## src/rtl/uart_tx_fifo_if.sv

```systemverilog
// Producer-side valid/ready handshake for uart_tx_fifo.
interface uart_tx_fifo_if #(
   parameter int unsigned DATA_W = 8
) ();
   logic              tx_ena;
   logic [DATA_W-1:0] tx_data;
   logic              tx_ready;

   modport master (output tx_ena, output tx_data, input tx_ready);
   modport slave  (input tx_ena, input tx_data, output tx_ready);
endinterface

```

## src/rtl/uart_tx_fifo.sv

```systemverilog
// UART transmitter: small input FIFO, per-bit clock divider, optional parity,
// one or two stop bits. Frames are sent back to back while the FIFO holds words.
module uart_tx_fifo #(
   parameter int unsigned DATA_W       = 8,
   parameter int unsigned CLKS_PER_BIT = 4,
   parameter int unsigned PARITY       = 0,
   parameter int unsigned STOP_BITS    = 1,
   parameter int unsigned FIFO_DEPTH   = 4
) (
   input  logic                          clk,
   input  logic                          rst,
   uart_tx_fifo_if.slave                 bus,
   output logic                          tx,
   output logic                          tx_busy,
   output logic [$clog2(FIFO_DEPTH):0]   fifo_count
);

   localparam int unsigned PTR_W = $clog2(FIFO_DEPTH);
   localparam int unsigned CNT_W = PTR_W + 1;
   localparam int unsigned DIV_W = (CLKS_PER_BIT > 1) ? $clog2(CLKS_PER_BIT) : 1;
   localparam int unsigned BIT_W = $clog2(DATA_W);

   typedef enum logic [2:0] {
      IDLE  = 3'd0,
      START = 3'd1,
      DATA  = 3'd2,
      PAR   = 3'd3,
      STOP  = 3'd4
   } state_t;

   state_t              state, state_d;
   logic [DIV_W-1:0]    div_cnt, div_cnt_d;
   logic [BIT_W-1:0]    bit_cnt, bit_cnt_d;
   logic [DATA_W-1:0]   shreg, shreg_d;
   logic                par_bit, par_bit_d;
   logic                tx_d;
   logic                pop;
   logic                push;
   logic                div_last;

   logic [DATA_W-1:0]   mem [FIFO_DEPTH];
   logic [PTR_W-1:0]    wr_ptr, rd_ptr;
   logic [CNT_W-1:0]    count_d;
   logic [DATA_W-1:0]   head;
   logic                fifo_nonempty;
   logic                odd_sel;

   assign push          = bus.tx_ena && bus.tx_ready;
   assign head          = mem[rd_ptr];
   assign fifo_nonempty = (fifo_count != '0);
   assign div_last      = (div_cnt == DIV_W'(CLKS_PER_BIT - 1));
   assign odd_sel       = (PARITY == 2) ? 1'b1 : 1'b0;
   assign count_d       = fifo_count + CNT_W'(push) - CNT_W'(pop);

   // FIFO storage; contents need no reset since pointers define validity
   always_ff @(posedge clk) begin
      if (push) begin
         mem[wr_ptr] <= bus.tx_data;
      end
   end

   // FIFO pointers, occupancy and registered ready
   always_ff @(posedge clk) begin
      if (rst) begin
         wr_ptr       <= '0;
         rd_ptr       <= '0;
         fifo_count   <= '0;
         bus.tx_ready <= 1'b1;
      end else begin
         if (push) wr_ptr <= wr_ptr + PTR_W'(1);
         if (pop)  rd_ptr <= rd_ptr + PTR_W'(1);
         fifo_count   <= count_d;
         bus.tx_ready <= (count_d != CNT_W'(FIFO_DEPTH));
      end
   end

   // FSM state, counters, shifter and registered line outputs
   always_ff @(posedge clk) begin
      if (rst) begin
         state   <= IDLE;
         div_cnt <= '0;
         bit_cnt <= '0;
         shreg   <= '0;
         par_bit <= 1'b0;
         tx      <= 1'b1;
         tx_busy <= 1'b0;
      end else begin
         state   <= state_d;
         div_cnt <= div_cnt_d;
         bit_cnt <= bit_cnt_d;
         shreg   <= shreg_d;
         par_bit <= par_bit_d;
         tx      <= tx_d;
         tx_busy <= (state_d != IDLE);
      end
   end

   // Next-state logic; tx_d is the level the line takes after this edge
   always_comb begin
      state_d   = state;
      div_cnt_d = div_cnt;
      bit_cnt_d = bit_cnt;
      shreg_d   = shreg;
      par_bit_d = par_bit;
      tx_d      = tx;
      pop       = 1'b0;

      if (state != IDLE) begin
         div_cnt_d = div_last ? '0 : div_cnt + DIV_W'(1);
      end

      case (state)
         IDLE: begin
            div_cnt_d = '0;
            bit_cnt_d = '0;
            tx_d      = 1'b1;
            if (fifo_nonempty) begin
               pop       = 1'b1;
               shreg_d   = head;
               par_bit_d = (^head) ^ odd_sel;
               state_d   = START;
               tx_d      = 1'b0;
            end
         end
         START: begin
            if (div_last) begin
               state_d = DATA;
               tx_d    = shreg[0];
            end
         end
         DATA: begin
            if (div_last) begin
               if (bit_cnt == BIT_W'(DATA_W - 1)) begin
                  bit_cnt_d = '0;
                  if (PARITY != 0) begin
                     state_d = PAR;
                     tx_d    = par_bit;
                  end else begin
                     state_d = STOP;
                     tx_d    = 1'b1;
                  end
               end else begin
                  bit_cnt_d = bit_cnt + BIT_W'(1);
                  shreg_d   = shreg >> 1;
                  tx_d      = shreg[1];
               end
            end
         end
         PAR: begin
            if (div_last) begin
               state_d = STOP;
               tx_d    = 1'b1;
            end
         end
         STOP: begin
            // bit_cnt is reused as the stop-bit index
            if (div_last) begin
               if (bit_cnt == BIT_W'(STOP_BITS - 1)) begin
                  bit_cnt_d = '0;
                  if (fifo_nonempty) begin
                     pop       = 1'b1;
                     shreg_d   = head;
                     par_bit_d = (^head) ^ odd_sel;
                     state_d   = START;
                     tx_d      = 1'b0;
                  end else begin
                     state_d = IDLE;
                     tx_d    = 1'b1;
                  end
               end else begin
                  bit_cnt_d = bit_cnt + BIT_W'(1);
               end
            end
         end
         default: begin
            state_d = IDLE;
            tx_d    = 1'b1;
         end
      endcase
   end

endmodule
```

## src/flat_wrapper.sv

```systemverilog
// flat-port wrapper written by rule: the top's interface ports become plain ports
module uart_tx_fifo_flat 
#(
   parameter int unsigned DATA_W       = 8,
   parameter int unsigned CLKS_PER_BIT = 4,
   parameter int unsigned PARITY       = 0,
   parameter int unsigned STOP_BITS    = 1,
   parameter int unsigned FIFO_DEPTH   = 4
)
  (clk, rst, tx, tx_busy, fifo_count, bus_tx_ena, bus_tx_data, bus_tx_ready);
  uart_tx_fifo_if #(.DATA_W(DATA_W)) bus_i ();
  input  logic clk;
  input  logic rst;
  output logic tx;
  output logic tx_busy;
  output logic [$clog2(FIFO_DEPTH):0] fifo_count;
  input wire logic [$bits(bus_i.tx_ena)-1:0] bus_tx_ena;
  input wire logic [$bits(bus_i.tx_data)-1:0] bus_tx_data;
  output wire logic [$bits(bus_i.tx_ready)-1:0] bus_tx_ready;
  assign bus_i.tx_ena = bus_tx_ena;
  assign bus_i.tx_data = bus_tx_data;
  assign bus_tx_ready = bus_i.tx_ready;
  uart_tx_fifo #(.DATA_W(DATA_W), .CLKS_PER_BIT(CLKS_PER_BIT), .PARITY(PARITY), .STOP_BITS(STOP_BITS), .FIFO_DEPTH(FIFO_DEPTH)) u_core (.clk(clk), .rst(rst), .bus(bus_i), .tx(tx), .tx_busy(tx_busy), .fifo_count(fifo_count));
endmodule
```

## config.mk

```make
export PLATFORM = sky130hd
export DESIGN_NAME = uart_tx_fifo_flat
export DESIGN_NICKNAME = d
export VERILOG_FILES = /design/src/rtl/uart_tx_fifo_if.sv /design/src/rtl/uart_tx_fifo.sv /design/src/flat_wrapper.sv
export SDC_FILE = /design/constraint.sdc
export NUM_CORES = 1
export LEC_CHECK = 0
export ABC_CLOCK_PERIOD_IN_PS = 2470
export BUFFER_PORTS_ARGS = -buffer_cell sky130_fd_sc_hd__buf_2
export CORE_MARGIN = 1.5
export CORE_UTILIZATION = 35
export DETAILED_ROUTE_END_ITERATION = 16
export GPL_TIMING_DRIVEN = 1
export RECOVER_POWER = 25
export SKIP_CTS_REPAIR_TIMING = 1
export SYNTH_ARGS = -nofsm -noshare
export SYNTH_HDL_FRONTEND = slang
export SYNTH_SLANG_ARGS = --single-unit
```

## constraint.sdc

```tcl
create_clock -name clk -period 2.47 [get_ports clk]
set_input_delay 0.247 -clock clk [delete_from_list [all_inputs] [get_ports clk]]
set_output_delay 0.247 -clock clk [all_outputs]
set_load 0.005 [all_outputs]
```

==> summary.txt, run 1 <==
Critical path
  • R2R Path Start: u_core.bit_cnt[0]
  • CP Launch Type: flop
  • Crit Path Category: flop to flop
  • WP data arrival: 2640 ps
  • Reg2reg end: u_core.bus.tx_ready
  • FF-to-FF path depth: 12
  • R2R Setup Slk: 60 ps
  • Crit path max fanout: 3
  • Critical Path End Type: flop
  • Required @ worst endpoint: 2700 ps

Pwr
  • Part of the power in combinational logic: 26.7%
  • P_sw: 0.915 mW
  • Clock share of power: 30.5%
  • Power Density: 1030 mW/mm²
  • Sequential Power Share: 42.8%
  • Leak Pwr: 1.09 nW
  • Tot Pwr: 3.12 mW
  • Int Power: 2.21 mW
  • Peak VDD IR: 0.000378 V
  • Sw Share: 29.3%

Synthesis
  • Synth Area in Compound Gates: 10.6%
  • Largest family of logic cells by synthesized area: simple AND/OR/NAND/NOR gates
  • Post-Syn Area: 0.00262 mm²
  • XOR/XNOR Fraction of Synth Area: 1.34%
  • Yosys Warn Count: 0
  • FFs w/ async S/R, synth: 0%
  • FF+latch count, synth: 60
  • Syn Area/Cell: 12.8 µm²
  • Post-Synth Adder-Cell Area: 5.97%
  • Synth Area in Simple Gates: 13.0%
  • EDFF count, synth: 32
  • Yosys cell types: 42
  • Mux contribution to synthesized area: 6.88%
  • Main synth FF type: edfxtp_1
  • Seq/Total Area, Yosys: 58.1%
  • Mapped Cells: 205
  • Net Count, Synth: 227

Floorplan
  • Initial Util: 36.1%
  • IO Pins: 17
  • Die height: 89.5 µm
  • Row cnt: 31
  • Die W: 89.5 µm
  • Core area: 0.00725 mm²
  • DIE AREA: 0.00801 mm²

Placement
  • GP Congestion: 0.732
  • Post-DP HPWL: 3070 µm
  • PortBufs: 16
  • Pre-CTS WS: 113 ps
  • Dpl cells: 314

Hold path
  • End of the worst hold path: u_core.mem[2][0]
  • Hold Crit Start: bus_tx_data[0]
  • Worst hold path type: primary input to flop
  • WHS Path Cells: 1

Timing
  • Slew HR: 57.9%
  • Layout Skew: 8.70 ps
  • RSZ-0062 raised after global routing: true
  • Hold Slack: 145 ps
  • Final hold vios: 0
  • Fmax: 415 MHz
  • Setup violators final: 0
  • Final WS setup: 62.6 ps
  • Final min period: 2410 ps
  • Tcrit/Tclk final: 97.5%
  • Slew Viols, Final: 0
  • Worst slew pin tran: 631 ps

CTS
  • CTS sink cnt: 60
  • Clock Pin Slew Worst Setup and Hold Paths: 70 ps
  • H-tree level count: 3
  • CTS buffer count: 9
  • Clock latency on the worst-skew pair: 340 ps
  • CTS tree: built
  • Clk buf depth: 2
  • Root Driver: clkbuf_8

Drt
  • Mean routed wirelength per cell: 14.0 µm
  • Iter 0 DRT Violations: 96
  • Vias per cell: 4.87
  • Drt drc: 0
  • Final ANT Viol Nets: 0
  • Via count: 1,611
  • Drt first pass iters: 4
  • Routed wire length: 4640 µm

Cells and area
  • Layout cells sized above 1: 21.1%
  • Commonest non-fill, non-tap cell in the layout: edfxtp_1
  • Most used cells in the layout excluding fill and tap cells: edfxtp_1, dfxtp_1, o21ai_0
  • Final Non-Filler Cells: 331
  • Fin nets: 249
  • Area delta synth->final: 15.8%
  • Antenna diode count: 0

GRT
  • Pin count of the biggest net entering global routing: 27
  • Vias in the first global route: 1,496
  • Initial antenna violation count: 0
  • First-pass GRT wire length: 7250 µm
  • Gr usage total: 12.6%
  • Grt total ovfl: 0

Run status
  • Status: completed

Flow run
  • Max-cap viol count: 0
## power by group through the flow
stage | Combinational (mW) | Sequential [mW] | Clock (mW)
2_1_floorplan | 0.636 | 1.31 | 0
3_3_place_gp | 0.795 | 1.36 | 0
3_5_place_dp | 0.797 | 1.36 | 0
4_1_cts | 0.800 | 1.34 | 0.978
5_1_grt | 0.930 | 1.36 | 1.01
6_report | 0.834 | 1.34 | 0.952
## layer usage
layer | routed length [µm] | track usage (%) | part of all wire [%] | vias up
met1 | 2150 | 15.3 | 46 | 759
met3 | 195 | 4.80 | 4.2 | 11
met2 | 2210 | 19.7 | 48 | 35
li1 | - | - | - | 806
met4 | 82 | 6.29 | 1.8 | 0
met5 | 0 | 0 | 0 | -
## cell usage after synthesis, types with 3 or more instances
cell type,count,share of area (%)
inv_1,11,1.6
nor2_1,8,1.1
dfxtp_1,28,21
nor3b_1,3,0.86
clkbuf_1,4,0.57
or3_1,4,0.95
nand2b_1,8,1.9
mux4_2,8,6.9
ha_1,10,4.8
nor2b_1,4,0.95
a32oi_1,8,2.7
nand2_1,12,1.7
o21ai_0,13,2.5
xnor2_1,4,1.3
a21oi_1,11,2.1
nor3_1,3,0.57
and3_1,4,0.95
edfxtp_1,32,37
## critical path, cell delays in order, from the launching register on
cell,delay [ps]
dfxtp_2,320
inv_1,80
ha_4,150
nand3b_1,130
a2111oi_4,390
ha_1,180
inv_1,40
ha_2,170
fa_2,380
xnor2_2,150
xnor2_1,120
nor2_1,110
nand2_1,70
## flip-flops by register name, indices dropped and copies added, names as in the netlist, named ones only
| signal | flops |
|---|---|
| u_core.bit_cnt | 3 |
| u_core.bus.tx_ready | 1 |
| u_core.div_cnt | 2 |
| u_core.fifo_count | 3 |
| u_core.mem | 32 |
| u_core.rd_ptr | 2 |
| u_core.shreg | 8 |
| u_core.state | 3 |
| u_core.tx | 1 |
| u_core.tx_busy | 1 |
| u_core.wr_ptr | 2 |
## logic make-up after synthesis
group	count (synthesis)
adder cells (fa/ha/maj)	12
XOR/XNOR	4
AND/OR/NAND/NOR	59
buffers and inverters	22
AO/OA/AOI/OAI	40
flip-flops	60
multiplexers	8
## how the worst max path moves through the flow
stage | to | cells past startpoint | startpoint
floorplan | u_core.bus.tx_ready | 12 | u_core.div_cnt[0]
global placement | u_core.bus.tx_ready | 12 | u_core.bit_cnt[0]
detailed placement | u_core.bus.tx_ready | 12 | u_core.bit_cnt[0]
CTS | u_core.bus.tx_ready | 12 | u_core.bit_cnt[0]
global route | u_core.bus.tx_ready | 12 | u_core.bit_cnt[0]
finish | u_core.bus.tx_ready | 12 | u_core.bit_cnt[0]
## cell type report
cell class                      instances  area, µm²
Clock buffer                            9        124
Clock inverter                          7       91.3
Fill cell                             700       4220
Inverter                               12       45.0
Multi-Input combinational cell        123       1020
Sequential cell                        60       1520
Tap cell                               99        124
Timing Repair Buffer                   21        109
## metrics by stage
step | instance area [µm²] | setup TNS (ps) | utilization (%)
3_3_place_gp | 2790 | 0 | 38.5
6_report | 3030 | 0 | 41.8
3_5_place_dp | 2790 | 0 | 38.5
4_1_cts | 3010 | 0 | 41.5
5_1_grt | 3030 | -63.0 | 41.8
2_1_floorplan | 2620 | 0 | -
(Power assumes the default switching activity.)
==> run 2: changes to the inputs <==
Settings changed: PLACE_DENSITY_LB_ADDON set to 0.05.
==> run 2 against run 1 <==
The flow now finishes with violations (setup timing). Fmax shrank 2.8%. Clock skew grew 1.4 ps. Register-to-register slack lost 70 ps. Cell area shrank 1.2%. Worst hold slack gained 16 ps. Sequential share of layout area grew 0.67 points. Via count grew 3.7%. Global-route usage grew 1.9 points. Worst setup slack lost 69 ps. Wire length grew 9.2%. Combinational power shrank 1%. Non-clock buffer count grew 1. Largest cell class unchanged. Largest power group unchanged.
==> summary.txt, run 2 (synthesized netlist as in run 1, its figures left out) <==
Floorplan
  • IO Pins: 17 (unchanged)
  • Row cnt: 31 (unchanged)
  • Core area: 0.00725 mm² (unchanged)
  • Initial Util: 36.1% (unchanged)
  • Die height: 89.5 µm (unchanged)
  • DIE AREA: 0.00801 mm² (unchanged)
  • Die W: 89.5 µm (unchanged)

Drt
  • Iter 0 DRT Violations: 58 (-40%)
  • Vias per cell: 5.03 (+3.4%)
  • Via count: 1,671 (+3.7%)
  • Mean routed wirelength per cell: 15.3 µm (+8.9%)
  • Drt first pass iters: 4 (unchanged)
  • Final ANT Viol Nets: 0 (unchanged)
  • Routed wire length: 5070 µm (+9.2%)
  • Drt drc: 0 (unchanged)

Placement
  • Post-DP HPWL: 3520 µm (+15%)
  • GP Congestion: 0.735 (+0.40%)
  • PortBufs: 16 (unchanged)
  • Dpl cells: 314 (unchanged)

Critical path
  • WP data arrival: 2690 ps (+50 ps)
  • Critical Path End Type: flop
  • Required @ worst endpoint: 2690 ps (about the same)
  • Slowest stage delay, CP: 420 ps (+30 ps)
  • Cell at the slowest stage of the critical path: a2111oi_4
  • Critical path cell sequence: inv_2 > ha_4 > nand3b_1 > a2111oi_4 > ha_1 > inv_1 > ha_2 > fa_2 > xnor2_2 > xnor2_1 > nor2_1 > nand2_1
  • CP Launch Type: flop
  • Crit Path Category: flop to flop
  • Crit path max fanout: 3 (unchanged)

Timing
  • Setup violators final: 1 (+1)
  • RSZ-0062 raised after global routing: true
  • Worst slew pin tran: 652 ps (+20.9 ps)
  • Layout Skew: 10.1 ps (+1.44 ps)
  • Fmax: 404 MHz (-2.8%)
  • Final WS setup: -6.07 ps (-68.6 ps)
  • Tcrit/Tclk final: 100% (+2.8 points)
  • Final min period: 2480 ps (+68.6 ps)
  • Slew Viols, Final: 0 (unchanged)
  • Final hold vios: 0 (unchanged)
  • Slew HR: 56.5% (-1.4 points)

Cells and area
  • Commonest non-fill, non-tap cell in the layout: edfxtp_1
  • Regs by FF count: u_core.mem: 32 flops, u_core.shreg: 8 flops
  • Max FFs per register: 32 (unchanged)
  • Most used cells in the layout excluding fill and tap cells: edfxtp_1, dfxtp_1, o21ai_0
  • Antenna diode count: 0 (unchanged)
  • Fin nets: 250 (+0.40%)
  • Area delta synth->final: 14.3%
  • Layout cells sized above 1: 22.3% (+1.2 points)
  • Final Non-Filler Cells: 332 (+0.30%)
  • Largest Register: u_core.mem

CTS
  • CTS buffer count: 9 (unchanged)
  • H-tree level count: 3 (unchanged)
  • CTS sink cnt: 60 (unchanged)
  • Clk buf depth: 2 (unchanged)
  • CTS tree: built
  • Root Driver: clkbuf_8
  • Clock latency on the worst-skew pair: 330 ps (about the same)
  • Clock Pin Slew Worst Setup and Hold Paths: 70 ps (about the same)

Flow run
  • Max-cap viol count: 0 (unchanged)

Pwr
  • Int Power: 2.00 mW (-9.3%)
  • Power Density: 979 mW/mm² (-4.9%)
  • Part of the power in combinational logic: 28.1% (+1.4 points)
  • Peak VDD IR: 0.000359 V (-5.0%)
  • P_sw: 0.928 mW (+1.5%)
  • Sequential Power Share: 46.5% (+3.7 points)
  • Leak Pwr: 1.07 nW (-2.3%)
  • Clock share of power: 25.4% (-5.1 points)
  • Sw Share: 31.7% (+2.4 points)
  • Tot Pwr: 2.93 mW (-6.1%)

GRT
  • Pin count of the biggest net entering global routing: 27 (unchanged)
  • Initial antenna violation count: 0 (unchanged)
  • Grt total ovfl: 0 (unchanged)
  • Gr usage total: 14.5% (+1.9 points)
  • Vias in the first global route: 1,691 (+13%)
  • First-pass GRT wire length: 8290 µm (+14%)

Hold path
  • Worst hold path type: primary input to flop

Run status
  • Failing checks: setup timing
  • Status: finished, violations left
-- run 2: cell type report --
class / instances / area [µm²]
Multi-Input combinational cell: 123 / 1020
Sequential cell: 60 / 1530
Clock buffer: 10 / 128
Clock inverter: 6 / 40.0
Timing Repair Buffer: 22 / 115
Inverter: 12 / 45.0
Fill cell: 707 / 4260
Tap cell: 99 / 124
-- run 2: worst paths after layout --
check                                       start             endpoint  slack [ps]  depth (start not counted)
worst max register to register  u_core.bit_cnt[1]  u_core.bus.tx_ready          -6                         12
worst max-delay path            u_core.bit_cnt[1]  u_core.bus.tx_ready          -6                         12
worst min-delay path               bus_tx_data[3]     u_core.mem[1][3]         160                          1
worst min register to register  u_core.div_cnt[0]    u_core.div_cnt[0]         410                          1
-- run 2: per-stage QoR --
| stage | hold slack, ps | cell area, µm² | utilization, % | TNS, ps | setup WS (ps) |
|---|---|---|---|---|---|
| 4_1_cts | 107 | 2960 | 40.8 | -49.7 | -49.7 |
| 3_5_place_dp | 428 | 2790 | 38.5 | -4.09 | -4.09 |
| 5_1_grt | 179 | 3000 | 41.3 | -193 | -141 |
| 3_3_place_gp | 417 | 2790 | 38.5 | 0 | 127 |
| 6_report | 161 | 3000 | 41.3 | -6.07 | -6.07 |
| 2_1_floorplan | 324 | 2620 | - | 0 | 52.4 |
-- run 2: power groups by stage --
stage	sequential, mW	combinational (mW)	clock, mW
3_3_place_gp	1.38	0.767	0
4_1_cts	1.37	0.809	0.773
5_1_grt	1.39	0.934	0.821
2_1_floorplan	1.31	0.636	0
6_report	1.36	0.823	0.745
3_5_place_dp	1.39	0.799	0
-- run 2: layer usage --
metal	vias to the layer above	wire length [µm]	global-route usage, %
met5	-	0	0
met4	0	110	8.25
met3	9	183	3.60
met2	28	2520	24.1
met1	829	2260	17.3
li1	805	-	-
-- run 2: critical path: cells and delay by family, from the launching register on --
family,cells,cell delay [ps]
AOI/OAI and AO/OA,1,420
and+or+nand+nor,3,370
adders and majority gates,4,870
DFF,1,330
buffers and inverters,2,110
xor gates and xnor gates,2,270
==> run 3: changes to the inputs <==
Settings changed: CTS_BUF_LIST set to sky130_fd_sc_hd__clkbuf_4.
==> run 3 against run 2 <==
The run now ends clean. Combinational power barely moved. Count of clock-buffer cells in the layout is the same. Clock skew rose by 6.8 ps. Register-to-register slack improved by 30 ps. Wire length down 1.1%. Fmax is 1.1% higher. Worst setup slack improved by 28 ps. Core utilization fell by 0.74 points. Critical path type unchanged. Highest routed layer unchanged.
==> summary.txt, run 3 (synthesized netlist as in run 1, its figures left out) <==
Run status
  • Status: completed

Cells and area
  • Area delta synth->final: 12.3%
  • Fin nets: 250 (unchanged)
  • Commonest non-fill, non-tap cell in the layout: edfxtp_1
  • Final Non-Filler Cells: 332 (unchanged)
  • Layout cells sized above 1: 22.7% (+0.43 points)
  • Antenna diode count: 0 (unchanged)
  • Regs by FF count: u_core.mem: 32 flops, u_core.shreg: 8 flops
  • Most used cells in the layout excluding fill and tap cells: edfxtp_1, dfxtp_1, o21ai_0
  • Max FFs per register: 32 (unchanged)
  • Fillers: 710 (+0.42%)
  • Largest Register: u_core.mem

Timing
  • Slew HR: 56.2% (-0.37 points)
  • Hold Slack: 89.6 ps (-71.6 ps)
  • Setup violators final: 0 (-1)
  • Final min period: 2450 ps (-27.8 ps)
  • Fmax: 408 MHz (+1.1%)
  • Slew Viols, Final: 0 (unchanged)
  • RSZ-0062 raised after global routing: true
  • Worst slew pin tran: 657 ps (+5.56 ps)
  • Layout Skew: 17.0 ps (+6.84 ps)
  • Setup TNS: 0 ps (+6.07 ps)
  • Final hold vios: 0 (unchanged)
  • Tcrit/Tclk final: 99.1% (-1.1 points)

Drt
  • Drt first pass iters: 4 (unchanged)
  • Drt drc: 0 (unchanged)
  • Via count: 1,679 (+0.48%)
  • Vias per cell: 5.06 (+0.48%)
  • Routed wire length: 5010 µm (-1.1%)
  • Iter 0 DRT Violations: 56 (-3.4%)
  • Mean routed wirelength per cell: 15.1 µm (-1.1%)
  • Final ANT Viol Nets: 0 (unchanged)

CTS
  • Root Driver: clkbuf_4
  • Clock latency on the worst-skew pair: 400 ps (+70 ps)
  • H-tree level count: 3 (unchanged)
  • CTS sink cnt: 60 (unchanged)
  • Clk buf depth: 2 (unchanged)
  • CTS buffer count: 9 (unchanged)
  • CTS tree: built
  • Clock Pin Slew Worst Setup and Hold Paths: 100 ps (+30 ps)

Floorplan
  • Core area: 0.00725 mm² (unchanged)
  • Row cnt: 31 (unchanged)
  • Die W: 89.5 µm (unchanged)
  • Initial Util: 36.1% (unchanged)
  • IO Pins: 17 (unchanged)
  • DIE AREA: 0.00801 mm² (unchanged)
  • Die height: 89.5 µm (unchanged)

GRT
  • First-pass GRT wire length: 8220 µm (-0.83%)
  • Gr usage total: 14.4% (-0.098 points)
  • Initial antenna violation count: 0 (unchanged)
  • Vias in the first global route: 1,670 (-1.2%)
  • Pin count of the biggest net entering global routing: 27 (unchanged)
  • Grt total ovfl: 0 (unchanged)

Pwr
  • Leak Pwr: 1.06 nW (-1.3%)
  • Power Density: 938 mW/mm² (-4.2%)
  • Tot Pwr: 2.76 mW (-5.9%)
  • Peak VDD IR: 0.000370 V (+2.9%)

Critical path
  • Critical path cell sequence: inv_2 > ha_4 > nand3b_1 > a2111oi_4 > ha_1 > inv_1 > ha_2 > fa_2 > xnor2_2 > xnor2_1 > nor2_1 > nand2_1
  • Slowest stage delay, CP: 400 ps (-20 ps)
  • Required @ worst endpoint: 2750 ps (+60 ps)
  • Crit Path Category: flop to flop
  • CP Launch Type: flop
  • Critical Path End Type: flop
  • Crit path max fanout: 3 (unchanged)
  • Cell at the slowest stage of the critical path: a2111oi_4
  • WP data arrival: 2730 ps (+40 ps)
  • R2R Setup Slk: 20 ps (+30 ps)
  • FF-to-FF path depth: 12 (unchanged)

Flow run
  • Max-cap viol count: 0 (unchanged)

Placement
  • GP Congestion: 0.735 (unchanged)
  • Dpl cells: 314 (unchanged)
  • Post-DP HPWL: 3520 µm (unchanged)
  • PortBufs: 16 (unchanged)

Hold path
  • WHS Path Cells: 1 (unchanged)
  • Worst hold path type: primary input to flop
==> run 3: cell count changes in the layout (fill, tap and decap cells not counted) <==
cell	change
clkbuf_1	-2
buf_2	+1
ha_1	+1
ha_2	-1
clkbuf_4	+10
clkbuf_8	-9
==> run 3: layer usage <==
metal  vias to the layer above  track usage (%)  routed length, µm
met4                         0             6.99                121
met5                         -                0                  0
met3                        10             4.43                238
met2                        39             23.7               2480
met1                       822             17.3               2170
li1                        808                -                  -
==> run 3: final timing paths <==
| path | startpoint | end |
|---|---|---|
| hold / removal | bus_tx_data[2] | u_core.mem[1][2] |
| setup / recovery | u_core.bit_cnt[1] | u_core.bus.tx_ready |
| hold reg to reg | u_core.div_cnt[0] | u_core.div_cnt[0] |
| setup reg to reg | u_core.bit_cnt[1] | u_core.bus.tx_ready |
==> run 3: report_power, final <==
group | switching, mW | total, mW | internal (mW) | leakage (nW)
registers | 0.143 | 1.36 | 1.22 | 0.526
clock network | 0.359 | 0.575 | 0.216 | 0.0565
logic | 0.400 | 0.823 | 0.424 | 0.473
total | 0.902 | 2.76 | 1.86 | 1.06
==> run 3: cell type report <==
cell class,instances,area (µm²),area share (%)
inverters,12,45.0,1.53
clock inverters,6,40.0,1.36
well taps,99,124,4.21
clock buffers,10,75.1,2.55
multi-input cells,123,1020,34.5
repair buffers,22,116,3.96
flip-flops and latches,60,1530,51.9
==> run 3: per-stage QoR <==
| step | utilization [%] | setup slack (ps) | instance area [µm²] |
|---|---|---|---|
| final | 40.6 | 21.8 | 2940 |
| after global routing | 40.6 | -134 | 2940 |
| after CTS | 40.1 | -21.1 | 2910 |
| after detailed placement | 38.5 | -4.09 | 2790 |
| after global placement | 38.5 | 127 | 2790 |
| after floorplan | - | 52.4 | 2620 |
==> run 3: worst max-delay path, delay by kind of cell, from the launching register on <==
kind            cells  cell delay, ps
flops               1             350
compound gates      1             400
buf+inv             2             110
xor+xnor            2             270
fa+ha+maj           4             860
simple gates        3             360
